**config.mk**
```make
export PLATFORM = sky130hd
export DESIGN_NAME = hbconsole_arb
export DESIGN_NICKNAME = d
export VERILOG_FILES = /design/src/rtl/hbconsole_arb.sv
export SDC_FILE = /design/constraint.sdc
export NUM_CORES = 1
export LEC_CHECK = 0
export ABC_AREA = 1
export BUFFER_PORTS_ARGS = -buffer_cell sky130_fd_sc_hd__buf_2
export CORE_UTILIZATION = 55
export CTS_CLUSTER_SIZE = 25
export DETAILED_ROUTE_END_ITERATION = 6
export GPL_ROUTABILITY_DRIVEN = 1
export PLACE_DENSITY = 0.74
export SKIP_CTS_REPAIR_TIMING = 1
export SLEW_MARGIN = 20
export SYNTH_ARGS = -nofsm -noshare
export SYNTH_HDL_FRONTEND = slang
export SYNTH_SLANG_ARGS = --single-unit
```
**constraint.sdc**
```tcl
create_clock -name i_clk -period 2.49 [get_ports i_clk]
set_input_delay 0.1245 -clock i_clk [delete_from_list [all_inputs] [get_ports i_clk]]
set_output_delay 0.1245 -clock i_clk [all_outputs]
set_load 0.05 [all_outputs]
```
**src/rtl/hbconsole_arb.sv**
```systemverilog
// Hexbus/console transmit arbiter with a console FIFO and a receive-side console splitter.
// Define HBCONSOLE_FAIRNESS_EN to cap hexbus bursts at MAXBURST while console data waits.
module hbconsole_arb #(
    parameter int LGFIFO   = 4,
    parameter int MAXBURST = 16
) (
    input  logic       i_clk,
    input  logic       w_reset,
    input  logic       i_rx_stb,
    input  logic [7:0] i_rx_byte,
    output logic       o_console_stb,
    output logic [6:0] o_console_data,
    input  logic       i_hb_stb,
    input  logic [7:0] i_hb_byte,
    output logic       o_hb_busy,
    input  logic       i_console_stb,
    input  logic [6:0] i_console_data,
    output logic       o_console_busy,
    output logic       o_tx_stb,
    output logic [7:0] o_tx_data,
    input  logic       i_tx_busy,
    output logic       o_overflow
);
    localparam int DEPTH = 1 << LGFIFO;
    localparam logic [LGFIFO:0]   FULL_LVL = (LGFIFO+1)'(DEPTH);
    localparam logic [LGFIFO:0]   FILL_ONE = (LGFIFO+1)'(1);
    localparam logic [LGFIFO-1:0] PTR_ONE  = LGFIFO'(1);

    logic [6:0]        mem_q [DEPTH];
    logic [LGFIFO-1:0] wr_ptr_q, wr_ptr_d;
    logic [LGFIFO-1:0] rd_ptr_q, rd_ptr_d;
    logic [LGFIFO:0]   fill_q, fill_d;
    logic              ps_full_q, ps_full_d;
    logic [7:0]        ps_data_q, ps_data_d;
    logic              overflow_q, overflow_d;
    logic              con_stb_q, con_stb_d;
    logic [6:0]        con_data_q, con_data_d;

    logic       fifo_empty, fifo_full, fifo_wr, fifo_rd;
    logic       load_ok, sel_hb, sel_con;
    logic [6:0] fifo_head;
    logic       unused_hb_bit7;

    assign unused_hb_bit7 = i_hb_byte[7];

`ifdef HBCONSOLE_FAIRNESS_EN
    localparam logic [7:0] MAXB = 8'(MAXBURST);
    logic [7:0] burst_q, burst_d;
`endif

    always_comb begin
        fifo_empty = (fill_q == '0);
        fifo_full  = (fill_q == FULL_LVL);
        fifo_head  = mem_q[rd_ptr_q];
        load_ok    = !ps_full_q || !i_tx_busy;
`ifdef HBCONSOLE_FAIRNESS_EN
        sel_hb     = i_hb_stb && (fifo_empty || (burst_q < MAXB));
`else
        sel_hb     = i_hb_stb;
`endif
        sel_con    = !sel_hb && !fifo_empty;
        fifo_rd    = load_ok && sel_con;
        fifo_wr    = i_console_stb && !fifo_full;
    end

    always_comb begin
        wr_ptr_d = fifo_wr ? wr_ptr_q + PTR_ONE : wr_ptr_q;
        rd_ptr_d = fifo_rd ? rd_ptr_q + PTR_ONE : rd_ptr_q;
        fill_d   = fill_q;
        if (fifo_wr && !fifo_rd)
            fill_d = fill_q + FILL_ONE;
        else if (!fifo_wr && fifo_rd)
            fill_d = fill_q - FILL_ONE;
    end

    // Loading on a handoff cycle keeps the channel at one byte per clock.
    always_comb begin
        ps_full_d = ps_full_q;
        ps_data_d = ps_data_q;
        if (load_ok) begin
            if (sel_hb) begin
                ps_full_d = 1'b1;
                ps_data_d = {1'b1, i_hb_byte[6:0]};
            end else if (sel_con) begin
                ps_full_d = 1'b1;
                ps_data_d = {1'b0, fifo_head};
            end else begin
                ps_full_d = 1'b0;
            end
        end
    end

`ifdef HBCONSOLE_FAIRNESS_EN
    always_comb begin
        burst_d = burst_q;
        if (fifo_rd || fifo_empty)
            burst_d = 8'd0;
        else if (load_ok && sel_hb && (burst_q < MAXB))
            burst_d = burst_q + 8'd1;
    end
`endif

    always_comb begin
        overflow_d = overflow_q || (i_console_stb && fifo_full);
        con_stb_d  = i_rx_stb && !i_rx_byte[7];
        con_data_d = i_rx_byte[6:0];
    end

    always_ff @(posedge i_clk) begin
        if (fifo_wr)
            mem_q[wr_ptr_q] <= i_console_data;
    end

    always_ff @(posedge i_clk) begin
        if (w_reset) begin
            wr_ptr_q   <= '0;
            rd_ptr_q   <= '0;
            fill_q     <= '0;
            ps_full_q  <= 1'b0;
            ps_data_q  <= 8'd0;
            overflow_q <= 1'b0;
            con_stb_q  <= 1'b0;
            con_data_q <= 7'd0;
`ifdef HBCONSOLE_FAIRNESS_EN
            burst_q    <= 8'd0;
`endif
        end else begin
            wr_ptr_q   <= wr_ptr_d;
            rd_ptr_q   <= rd_ptr_d;
            fill_q     <= fill_d;
            ps_full_q  <= ps_full_d;
            ps_data_q  <= ps_data_d;
            overflow_q <= overflow_d;
            con_stb_q  <= con_stb_d;
            con_data_q <= con_data_d;
`ifdef HBCONSOLE_FAIRNESS_EN
            burst_q    <= burst_d;
`endif
        end
    end

    assign o_console_stb  = con_stb_q;
    assign o_console_data = con_data_q;
    assign o_hb_busy      = !(load_ok && sel_hb);
    assign o_console_busy = fifo_full;
    assign o_tx_stb       = ps_full_q;
    assign o_tx_data      = ps_data_q;
    assign o_overflow     = overflow_q;
endmodule

```
======== Word level (Yosys, flattened, before mapping) ========
Memory sizes are Yosys's and may differ from the RTL's. A register that Yosys moved wholly into a read port is not among the register bits.
Index checks and enable logic that the tools add are counted.
cells by class
  add/subtract/negate cells ............... 4
  equal/unequal tests ..................... 1
  muxes and demuxes ....................... 10
  reductions and logical operators ........ 23
operator list
  operator                                          number
  2-to-1 mux 8 bit                                  2
  2-to-1 mux 5 bit                                  2
  logical NOT 1 bit                                 9
  adder 4 x 1 -> 4 bit, second input constant       2
  logical AND 1 bit                                 8
  2-to-1 mux 4 bit                                  2
  adder 5 x 1 -> 5 bit, second input constant       1
  == test 5 bit, second input constant              1
  logical NOT 5 bit                                 1
  subtractor 5 x 1 -> 5 bit, second input constant  1
  2-to-1 mux 1 bit                                  4
  nonzero test 2 bit                                2
  logical OR 1 bit                                  2
  AND reduction 2 bit                               1
word-level totals
  flip-flop bits (word level) ............. 31
  memory bits (writable) .................. 112
  output and inout port bits .............. 20
  logic and storage cells ................. 47
  memories kept ........................... 1
memory list
  name   depth  bits a word  rd ports  clocked after memory_dff  write ports  line  source
  mem_q  16     7            1         1                         1            29    logic [6:0] mem_q [DEPTH];

======== Depth between registers and ports, before layout ========
  depth in word-level cells ............... 7
  depth in mapped cells ................... 15

======== Worst setup path after synthesis ========
OpenSTA, ideal clock, no wires.
  kind .................................... reg-to-reg
  start ................................... reg ps_full_q, in the netlist o_tx_stb
  end ..................................... reg fill_q[4]
  setup time .............................. 113 ps
  arrival ................................. 2127 ps
  path slack .............................. 250 ps
  cell stages (with the launch flop) ...... 13
  period minus slack after synthesis ...... 2240 ps
  path through ............................ dfxtp_1 > a21oi_1 > nand2_1 > buf_2 > ha_1 > inv_1 > ha_1 > a21oi_1 > nor2_1 > o21ai_0 > nand3_1 > nor2_1 > nor2_1
between the ends
  longest elaborated chain between the ends .. 6
  elaborated cells on any way between the ends .. 8
RTL lines
  element                                                 line  source
  start, declared                                         33    logic ps_full_q, ps_full_d;
  start signal, assigned                                  131   ps_full_q <= ps_full_d;
  logical NOT 1 bit *                                     55    load_ok = !ps_full_q || !i_tx_busy;
  logical OR 1 bit *                                      55
  logical AND 1 bit *                                     62    fifo_rd = load_ok && sel_con;
  logical NOT 1 bit                                       70    if (fifo_wr && !fifo_rd)
  logical AND 1 bit                                       70
  2-to-1 mux 5 bit or nonzero test 2 bit (tied branches)  n/a
  end signal, assigned                                    130   fill_q <= fill_d;
  end, declared                                           32    logic [LGFIFO:0] fill_q, fill_d;
Mark *: on every way between the ends. The rest lies on a longest branch, timed or not.
A chain may end at the register's enable or synchronous reset.

======== Worst setup path in the final report ========
  start ................................... reg fill_q[3]
  end ..................................... reg fill_q[4]
between the ends
  elaborated cells on any way between the ends .. 16
RTL lines
  element                       line  source
  == test 5 bit *               53    fifo_full = (fill_q == FULL_LVL);
  logical NOT 1 bit *           63    fifo_wr = i_console_stb && !fifo_full;
  logical AND 1 bit *           63
  via fifo_wr                   39    logic fifo_empty, fifo_full, fifo_wr, fifo_rd;
  logical NOT 1 bit             72    else if (!fifo_wr && fifo_rd)
  logical AND 1 bit             72
  nonzero test 2 bit (no line)  n/a
Mark *: on every way through the listed nets, which the timed path passes. The rest lies on a longest branch. The select of a mux whose other input is x is not followed.

==> impl_results.rst <==
.. list-table::
   :header-rows: 1

   * - Metric
     - Value
   * - Part of the power in registers
     - 0.387
   * - Worst slew slack as a fraction of its limit
     - 0.340
   * - Placed cells
     - 823
   * - Main combinational cell family by area after synthesis
     - simple AND/OR/NAND/NOR gates
   * - Quantity of I/O buffers inserted on ports
     - 47
   * - Num CTS Buffers
     - 17
   * - Largest net degree at the start of global routing
     - 57
   * - Initial antenna violation count
     - 0
   * - Max IR drop VDD
     - 625 uV
   * - Relative contribution of the clock network to total power
     - 0.383
   * - Via count of the first global-routing pass
     - 4524
   * - Overall fraction of global-route tracks in use
     - 0.262
   * - Area enclosed by the die boundary
     - 0.0119 mm^2
   * - Simple-gate share of the synthesized area
     - 0.226
   * - Clock tree from TritonCTS
     - built
   * - Antenna Cells
     - 0
   * - Layout Skew
     - 0.0128 ns
   * - Post-DR wirelength/cell
     - 16.8 um
   * - Max-cap violation count
     - 0
   * - Post-Synthesis Cells
     - 653
   * - Final worst hold slack
     - 0.0821 ns
   * - Iteration-0 DRC count of the detailed router
     - 499
   * - Worst hold path type
     - in2reg
   * - Total Routed Length
     - 14600 um
   * - Root buffer cell
     - sky130_fd_sc_hd__clkbuf_16
   * - Final ANT Viol Nets
     - 0
   * - Starting utilization of the core area
     - 0.572
   * - Startpoint of the most critical hold path
     - i_hb_byte[4]
   * - Fraction of the mapped netlist area in compound gates
     - 0.0252
   * - Netlist cell types
     - 22
   * - Critical Path AT
     - 2.66 ns
   * - Sinks on Clock Net
     - 147
   * - Multiplexer fraction of the synthesized cell area
     - 0
   * - Final setup fails
     - 0
   * - Fraction of the mapped netlist area in adder cells
     - 0.0230
   * - Critical setup path kind
     - reg2reg
   * - Post-Syn Nets
     - 693
   * - Utilization of the core after routing
     - 0.673
   * - Count of warnings emitted by yosys
     - 0
   * - Grt ovf
     - 0
   * - Max Fclk
     - 426 MHz
   * - Synth Cell Area
     - 0.00631 mm^2
   * - Proportion of power drawn by combinational gates
     - 0.230
   * - Final period utilization
     - 0.942
   * - Critical Path Start
     - fill_q[3]
   * - Pwr per Cell Area
     - 1010 mW/mm^2
   * - Per-instance average area after synthesis
     - 9.67 um^2
   * - Unrepaired setup endpoints after global routing
     - false
   * - Detailed-route DRC error count
     - 0
   * - Die Wd
     - 109 um
   * - Net count reported at finish
     - 754
   * - Detailed-placement wirelength estimate
     - 8900 um
   * - H-Tree Depth
     - 4
   * - DRT Pass-1 Iters
     - 5
   * - Area added between synthesis and finish
     - 17.7%
   * - Count of final max-slew check failures
     - 0
   * - Post-Layout Cell Count
     - 867
   * - Power dissipated by switching net loads
     - 2310 uW
   * - Top Ports
     - 49
   * - Startpoint class of the critical path
     - flip-flop
   * - Maximum buffer depth of the clock tree
     - 2
   * - Floorplan core area
     - 0.0110 mm^2
   * - Endpoint required time on the critical path
     - 2.80 ns
   * - Number of cell rows
     - 38
   * - Post-DR vias/cell
     - 5.39
   * - Flop and latch count out of synthesis
     - 147
   * - Final period demand of the worst path
     - 2.35 ns
   * - Worst flop-to-flop path startpoint
     - fill_q[3]
   * - Wire length of the first global-routing pass
     - 22700 um
   * - Internal cell power
     - 5200 uW
   * - Clock network latency to the later pin of the worst-skew pair
     - 0.43 ns
   * - Height of the die
     - 109 um
   * - Fraction of final layout cells sized beyond drive strength 1
     - 0.139
   * - Routability-driven placement congestion ratio
     - 0.898
   * - Run status
     - complete, no violations
   * - Number of endpoints with negative hold slack in the final report
     - 0
   * - Leakage dissipation
     - 0.00326 uW
   * - Clock transition at the register clock pins on the worst setup and hold paths after CTS
     - 0.06 ns
   * - Switching share of power
     - 0.307
   * - Worst setup EP type
     - flip-flop
   * - Transition time at the pin with the least slew margin
     - 0.989 ns
   * - Register area share after synthesis
     - 0.644
   * - Critical-path maximum fanout
     - 7
   * - Detailed-route via count
     - 4671
   * - Synthesized-area fraction occupied by xor and xnor cells
     - 0.00555
[cells by family after synthesis]
kind of cell             Yosys count
buffers and inverters            112
adder cells (fa/ha/maj)           11
flip-flops                       147
AO/OA/AOI/OAI                     31
AND/OR/NAND/NOR                  348
XOR/XNOR                           4
[layer usage]
layer / vias to the layer above / GRT usage / routed length (um)
met1: 2203 / 0.329 / 5760
met3: 30 / 0.0628 / 1040
met2: 205 / 0.432 / 7430
li1: 2233 / - / -
met4: 0 / 0.115 / 337
met5: - / 0 / 0
[layout by cell type (no fill, tap or decap), drive strengths merged]
master         n
buf           57
edfxtp       112
clkbuf        19
fa             1
xnor2          2
clkinvlp       3
nand3         85
xor2           2
ha            10
a21oi         22
nor2          44
clkinv         2
dlygate4sd3   10
dfxtp         35
o21ai          8
nand2        217
inv           89
nand4          1
bufinv         6
o221ai         1
nor4           1
[area by class of cell]
type	instances	area (um^2)
Sequential cell	147	4070
Timing Repair Buffer	67	410
Clock inverter	13	230
Fill cell	838	3600
Tap cell	140	175
Clock buffer	19	433
Multi-Input combinational cell	394	1780
Inverter	87	327
[flip-flops by register name (all words and copies together) (netlist names), named ones only]
register        count
o_tx_data           8
o_console_data      7
o_tx_stb            1
o_console_stb       1
o_overflow          1
wr_ptr_q            4
mem_q             112
fill_q              5
rd_ptr_q            4
[synth_stat cells]
cell type | number | area, um^2
sky130_fd_sc_hd__buf_4 | 4 | 30.0
sky130_fd_sc_hd__o221ai_1 | 1 | 8.76
sky130_fd_sc_hd__ha_1 | 10 | 125
sky130_fd_sc_hd__nand3_1 | 85 | 425
sky130_fd_sc_hd__edfxtp_1 | 112 | 3360
sky130_fd_sc_hd__buf_2 | 12 | 60.1
sky130_fd_sc_hd__nor4_2 | 1 | 12.5
sky130_fd_sc_hd__buf_1 | 1 | 3.75
sky130_fd_sc_hd__nand2_1 | 215 | 807
sky130_fd_sc_hd__inv_1 | 83 | 312
sky130_fd_sc_hd__clkbuf_1 | 4 | 15.0
sky130_fd_sc_hd__buf_6 | 4 | 45.0
sky130_fd_sc_hd__a21oi_1 | 22 | 110
sky130_fd_sc_hd__nand4_1 | 1 | 6.26
sky130_fd_sc_hd__xnor2_1 | 2 | 17.5
sky130_fd_sc_hd__nor2_1 | 44 | 165
sky130_fd_sc_hd__o21ai_0 | 8 | 40.0
sky130_fd_sc_hd__inv_2 | 4 | 15.0
sky130_fd_sc_hd__dfxtp_1 | 35 | 701
sky130_fd_sc_hd__nand2_2 | 2 | 12.5
sky130_fd_sc_hd__fa_1 | 1 | 20.0
sky130_fd_sc_hd__xor2_1 | 2 | 17.5
[worst max-delay path, stage by stage, from the launching register on]
cell and delay [ns]:
sky130_fd_sc_hd__dfxtp_2 0.34, sky130_fd_sc_hd__nor4_4 0.32, sky130_fd_sc_hd__nand2_1 0.14, sky130_fd_sc_hd__nand2_2 0.13
sky130_fd_sc_hd__inv_2 0.08, sky130_fd_sc_hd__ha_2 0.22, sky130_fd_sc_hd__fa_1 0.41, sky130_fd_sc_hd__inv_1 0.09
sky130_fd_sc_hd__a21oi_2 0.05, sky130_fd_sc_hd__nor2_1 0.11, sky130_fd_sc_hd__nor2_1 0.06, sky130_fd_sc_hd__nand2_1 0.05
sky130_fd_sc_hd__nand3_1 0.09, sky130_fd_sc_hd__nor2_1 0.11, sky130_fd_sc_hd__nor2_1 0.05
[per-stage QoR]
step	total power [uW]	area [um^2]	worst slack, ns	TNS (ns)
after global placement	4540	6630	0.167	0
after floorplan	4210	6310	0.250	0
after global routing	7850	7430	0.0113	0
after CTS	7470	7290	-0.0279	-0.0279
final	7510	7430	0.143	0
after detailed placement	4600	6630	0.0298	0
[power by group through the flow]
stage | clock (uW) | sequential, uW | combinational (uW)
floorplan | 0 | 3080 | 1120
global placement | 0 | 2930 | 1610
detailed placement | 0 | 2940 | 1660
CTS | 2890 | 2890 | 1680
global route | 2990 | 2930 | 1930
finish | 2880 | 2910 | 1730
[final timing paths]
kind	endpoint	slack, ns	cells after the start
setup / recovery	fill_q[4]	0.14	14
hold / removal	o_tx_data[4]	0.08	5
setup reg to reg	fill_q[4]	0.14	14
hold reg to reg	o_tx_data[4]	0.46	2
Note: power is estimated with default switching activity, not from simulation.
